--- config.mk ---
export PLATFORM = sky130hd
export DESIGN_NAME = wb_arbiter
export DESIGN_NICKNAME = d
export VERILOG_FILES = /design/src/rtl/wb_arbiter_pkg.sv /design/src/rtl/wb_fifo.sv /design/src/rtl/wb_arbiter.sv
export SDC_FILE = /design/constraint.sdc
export NUM_CORES = 1
export LEC_CHECK = 0
export ABC_CLOCK_PERIOD_IN_PS = 7300
export BUFFER_PORTS_ARGS = -buffer_cell sky130_fd_sc_hd__buf_4
export CORE_UTILIZATION = 45
export DETAILED_ROUTE_END_ITERATION = 10
export HOLD_SLACK_MARGIN = 0.12
export PLACE_DENSITY_LB_ADDON = 0.12
export SLEW_MARGIN = 5
export SYNTH_ARGS = -nofsm -noshare
export SYNTH_HDL_FRONTEND = slang
export SYNTH_HIERARCHICAL = 1
export SYNTH_SLANG_ARGS = --single-unit
--- constraint.sdc ---
create_clock -name clk -period 7.3 [get_ports clk]
set_clock_uncertainty 0.15 [all_clocks]
set_input_delay 0.73 -clock clk [delete_from_list [all_inputs] [get_ports clk]]
set_output_delay 0.73 -clock clk [all_outputs]
set_load 0.01 [all_outputs]
--- src/rtl/wb_arbiter_pkg.sv ---
// rtl/wb_arbiter_pkg.sv - shared register-bus widths and grant encoding for the writeback arbiter
package wb_arbiter_pkg;

  localparam int RegBus     = 32;
  localparam int RegAddrBus = 5;

  typedef enum logic {
    GRANT_R0 = 1'b0,
    GRANT_R1 = 1'b1
  } grant_e;

endpackage

--- src/rtl/wb_fifo.sv ---
// rtl/wb_fifo.sv - per-requester (addr, data) write queue with occupancy and pending-address match
module wb_fifo #(
  parameter int DATA_W = 32,
  parameter int ADDR_W = 5,
  parameter int DEPTH  = 2
) (
  input  logic              clk_i,
  input  logic              rst_ni,
  input  logic              push_i,
  input  logic [ADDR_W-1:0] push_addr_i,
  input  logic [DATA_W-1:0] push_data_i,
  input  logic              pop_i,
  input  logic [ADDR_W-1:0] match_addr_a_i,
  input  logic [ADDR_W-1:0] match_addr_b_i,
  output logic              full_o,
  output logic              empty_o,
  output logic [ADDR_W-1:0] head_addr_o,
  output logic [DATA_W-1:0] head_data_o,
  output logic              match_a_o,
  output logic              match_b_o
);

  localparam int PW = $clog2(DEPTH);

  logic [ADDR_W-1:0] addr_q [DEPTH];
  logic [DATA_W-1:0] data_q [DEPTH];
  logic [PW-1:0]     rd_ptr_q, wr_ptr_q;
  logic [PW:0]       count_q;
  logic              wr_en, rd_en;

  assign full_o  = (count_q == (PW+1)'(DEPTH));
  assign empty_o = (count_q == '0);
  assign wr_en   = push_i && !full_o;
  assign rd_en   = pop_i && !empty_o;

  assign head_addr_o = addr_q[rd_ptr_q];
  assign head_data_o = data_q[rd_ptr_q];

  // Storage needs no reset: only slots inside the live window are ever observed.
  always_ff @(posedge clk_i) begin
    if (wr_en) begin
      addr_q[wr_ptr_q] <= push_addr_i;
      data_q[wr_ptr_q] <= push_data_i;
    end
  end

  always_ff @(posedge clk_i or negedge rst_ni) begin
    if (!rst_ni) begin
      rd_ptr_q <= '0;
      wr_ptr_q <= '0;
      count_q  <= '0;
    end else begin
      if (wr_en) wr_ptr_q <= wr_ptr_q + 1'b1;
      if (rd_en) rd_ptr_q <= rd_ptr_q + 1'b1;
      case ({wr_en, rd_en})
        2'b10:   count_q <= count_q + 1'b1;
        2'b01:   count_q <= count_q - 1'b1;
        default: count_q <= count_q;
      endcase
    end
  end

  // A slot is live when its distance from the read pointer is below the occupancy.
  always_comb begin
    logic [PW-1:0] ofs;
    ofs       = '0;
    match_a_o = 1'b0;
    match_b_o = 1'b0;
    for (int j = 0; j < DEPTH; j++) begin
      ofs = PW'(j) - rd_ptr_q;
      if ({1'b0, ofs} < count_q) begin
        if (addr_q[j] == match_addr_a_i) match_a_o = 1'b1;
        if (addr_q[j] == match_addr_b_i) match_b_o = 1'b1;
      end
    end
  end

endmodule

--- src/rtl/wb_arbiter.sv ---
// rtl/wb_arbiter.sv - round-robin merge of two queued register-file writers onto one write port
module wb_arbiter
  import wb_arbiter_pkg::*;
#(
  parameter int DATA_W     = RegBus,
  parameter int ADDR_W     = RegAddrBus,
  parameter int FIFO_DEPTH = 2
) (
  input  logic              clk,
  input  logic              rst,
  input  logic              r0_valid,
  output logic              r0_ready,
  input  logic [ADDR_W-1:0] r0_addr,
  input  logic [DATA_W-1:0] r0_data,
  input  logic              r1_valid,
  output logic              r1_ready,
  input  logic [ADDR_W-1:0] r1_addr,
  input  logic [DATA_W-1:0] r1_data,
  output logic              we,
  output logic [ADDR_W-1:0] waddr,
  output logic [DATA_W-1:0] wdata,
  input  logic [ADDR_W-1:0] qaddr1,
  input  logic [ADDR_W-1:0] qaddr2,
  output logic              qhit1,
  output logic              qhit2
);

  logic              full0, empty0, full1, empty1;
  logic [ADDR_W-1:0] head_addr0, head_addr1;
  logic [DATA_W-1:0] head_data0, head_data1;
  logic              m0_a, m0_b, m1_a, m1_b;
  logic              gnt0, gnt1;
  grant_e            last_grant_q, last_grant_d;

  assign r0_ready = !full0;
  assign r1_ready = !full1;

  wb_fifo #(.DATA_W(DATA_W), .ADDR_W(ADDR_W), .DEPTH(FIFO_DEPTH)) u_fifo0 (
    .clk_i(clk), .rst_ni(rst),
    .push_i(r0_valid), .push_addr_i(r0_addr), .push_data_i(r0_data),
    .pop_i(gnt0), .match_addr_a_i(qaddr1), .match_addr_b_i(qaddr2),
    .full_o(full0), .empty_o(empty0),
    .head_addr_o(head_addr0), .head_data_o(head_data0),
    .match_a_o(m0_a), .match_b_o(m0_b)
  );

  wb_fifo #(.DATA_W(DATA_W), .ADDR_W(ADDR_W), .DEPTH(FIFO_DEPTH)) u_fifo1 (
    .clk_i(clk), .rst_ni(rst),
    .push_i(r1_valid), .push_addr_i(r1_addr), .push_data_i(r1_data),
    .pop_i(gnt1), .match_addr_a_i(qaddr1), .match_addr_b_i(qaddr2),
    .full_o(full1), .empty_o(empty1),
    .head_addr_o(head_addr1), .head_data_o(head_data1),
    .match_a_o(m1_a), .match_b_o(m1_b)
  );

  // On a tie the requester not served last wins; addr-0 pops still count as grants.
  always_comb begin
    gnt0         = !empty0 && (empty1 || last_grant_q == GRANT_R1);
    gnt1         = !empty1 && !gnt0;
    last_grant_d = last_grant_q;
    if (gnt0)      last_grant_d = GRANT_R0;
    else if (gnt1) last_grant_d = GRANT_R1;
  end

  always_comb begin
    waddr = '0;
    wdata = '0;
    if (gnt0) begin
      waddr = head_addr0;
      wdata = head_data0;
    end else if (gnt1) begin
      waddr = head_addr1;
      wdata = head_data1;
    end
    we = (gnt0 || gnt1) && (waddr != '0);
  end

  assign qhit1 = (qaddr1 != '0) && (m0_a || m1_a);
  assign qhit2 = (qaddr2 != '0) && (m0_b || m1_b);

  always_ff @(posedge clk or negedge rst) begin
    if (!rst) last_grant_q <= GRANT_R1;
    else      last_grant_q <= last_grant_d;
  end

endmodule

==> impl_metrics.yaml <==
yosys:
  yosys_warnings: 6
  ys_ff_latch: 157
  syn-instance-count: 462
  synthDistinctLibCells: 35
  netlist_area_um2: 6980
  synthesis.nets: 552
  seq_area_frac_synth_pct: 66.9
  avgSynthCellArea_um2: 15.1
setup_path:
  reg2reg_depth: 7
  crit_chain: "mux2_2 > or2_2 > a32oi_1 > nand4_1 > buf_4"
  startpoint_type: "register"
  crit_slowest_cell: "dfrtp_2"
  path_class: "reg -> out"
  path_depth: 5
  cpPeakStageDelay_ns: 1.08
  cp.arrival_ns: 2.72
  cp-end-kind: "output port"
  required_ns: 6.42
  path_buf_inv: 1
  cp_max_fo: 40
  crit_family: "flip-flops"
timing:
  slew_headroom_pct: 28.4
  tns_ns: 0
  slew_viol_final: 0
  final.setup.worst_slack_ns: 3.70
  tightestPinTransition_ns: 1.07
  finalHoldViolCount: 0
  final.min_clock_period_ns: 3.60
  fmax_mhz: 278
  rsz0062_at_grt: "no"
  fin_crit_sh_pct: 49.3
  setup_viol: 0
clock_network:
  cts_setup_buffers: 0
  cts_sinks: 157
  clk_pin_slew_ns: 0.06
  clock_path_buffers: 2
  worstSkewPairLatency_ns: 0.42
  h-tree-depth: 4
  hold_buffers: 1
  cts_resized: 0
  cts_tree: "done"
  cts_root_buf: "clkbuf_16"
  cts_buffers: 17
die:
  io_pins: 130
  core.rowCount: 45
  design.die.area_um2: 16000
  die_h_um: 127
  core-area_um2: 15100
  start_util_pct: 46.1
  die_w_um: 127
min_path:
  holdPathStages: 1
  worstHoldPathType: "in -> reg"
power:
  leakage_nw: 3.30
  pwr_density_cell_nw_per_um2: 441
  irDropWorstVdd_v: 0.000204
placement:
  port-buffer-count: 129
  dp.cells: 764
  dpl.hpwl_um: 9050
  routabilityCongestion: 0.876
  place_ws_ns: 4.11
layout:
  fin_cells: 797
  num_antenna_cells: 0
  regArea_um2: 4670
  drive_gt1_share_pct: 41.5
  num-fill-cells: 1225
  fin_nets: 686
  final_util_pct: 57.5
  multi_input_area_um2: 2150
  syn2layout_area_growth_pct: 24.9
global_routing:
  first_global_vias: 4149
  overflow: 0
  grt_max_degree: 52
  antenna_found_initial: 0
  grt_usage_pct: 19.0
  grt_pass1_wl_um: 22200
run:
  drv_cap: 0
detailed_routing:
  vias: 4088
  wl_per_cell_um: 18.1
  postRouteAntennaNets: 0
  wl_um: 14400
  drt_iter0_drc: 175
  via_per_inst: 5.13
  drc: 0
  dr.pass1.iters: 4
status:
  status: "completed"
metrics by stage:
stage	hold WS (ns)	area (µm²)	power, mW
after floorplan	0.284	6980	2.39
after global placement	0.342	8090	2.94
after detailed placement	0.350	8090	2.96
after CTS	0.322	8710	3.90
after global routing	0.324	8710	4.07
final	0.340	8710	3.84
power by group:
part	switching, mW	internal, mW	total (mW)
clock network	0.347	0.571	0.918
registers	0.143	1.25	1.39
logic	0.797	0.741	1.54
total	1.29	2.56	3.84
cells by family after synthesis:
logic type / count (synthesis) / share of synthesized area, %
AOI/OAI and AO/OA: 52 / 4.59
adders and majority gates: 2 / 0.358
muxes: 74 / 13.0
DFF: 157 / 66.9
buffers and inverters: 27 / 2.53
xor gates and xnor gates: 50 / 6.27
and+or+nand+nor: 100 / 6.31
cells in the mapped netlist (all sizes together):
master / n / share of area [%]
a21o: 2 / 0.22
a22o: 2 / 0.25
a32oi: 4 / 0.72
and2: 1 / 0.090
and3: 2 / 0.18
buf: 16 / 1.9
clkbuf: 3 / 0.20
dfrtp: 8 / 2.9
dfstp: 1 / 0.38
edfxtp: 148 / 64
ha: 2 / 0.36
inv: 8 / 0.43
mux2: 74 / 13
nand2: 71 / 3.8
nand2b: 3 / 0.27
nand4: 9 / 0.81
nor2: 6 / 0.32
nor2b: 4 / 0.43
o21ai: 37 / 2.7
o21ba: 1 / 0.14
o22a: 2 / 0.25
o22ai: 4 / 0.36
or2: 2 / 0.18
or4: 2 / 0.22
xnor2: 46 / 5.8
xor2: 4 / 0.50
registers in the layout (all words and copies together), names as in the netlist:
name,flops
u_fifo0/count_q,2
u_fifo0/addr_q,10
u_fifo1/addr_q,10
last_grant_q,1
u_fifo1/wr_ptr_q,1
u_fifo1/rd_ptr_q,1
u_fifo0/rd_ptr_q,1
u_fifo0/data_q,64
u_fifo1/count_q,2
u_fifo1/data_q,64
u_fifo0/wr_ptr_q,1
routing by layer:
metal / track usage, % / vias up / share of wire, %
met2: 32.6 / 99 / 52
met5: 0 / - / 0
met1: 22.7 / 2014 / 42
li1: - / 1963 / -
met4: 7.23 / 0 / 1.2
met3: 5.19 / 12 / 4.8
cell type report:
type,count,share of cell area [%]
flip-flops and latches,157,53.6
multi-input cells,278,24.7
repair buffers,134,11.6
clock buffers,17,4.88
well taps,188,2.70
clock inverters,15,2.21
inverters,8,0.345
final timing paths:
path | start | end | slack [ns]
max reg2reg | u_fifo1/count_q[0] | u_fifo0/count_q[1] | 4.45
max in group asynchronous | rst | last_grant_q | 6.26
max | u_fifo0/rd_ptr_q | we | 3.70
min in group asynchronous | rst | u_fifo1/wr_ptr_q | 0.52
min | r0_data[23] | u_fifo0/data_q[0][23] | 0.34
min reg2reg | last_grant_q | last_grant_q | 0.36
cells in the final DEF (no fill, tap or decap), drive strengths merged, types with 8 or more instances in the layout:
| cell | synthesis | routed |
|---|---|---|
| edfxtp | 148 | 148 |
| nand2 | 71 | 71 |
| clkbuf | 3 | 17 |
| dfrtp | 8 | 8 |
| xnor2 | 46 | 46 |
| nand4 | 9 | 9 |
| o21ai | 37 | 37 |
| mux2 | 74 | 74 |
| buf | 16 | 133 |
| inv | 8 | 11 |
Power figures use the tool's default switching activity.
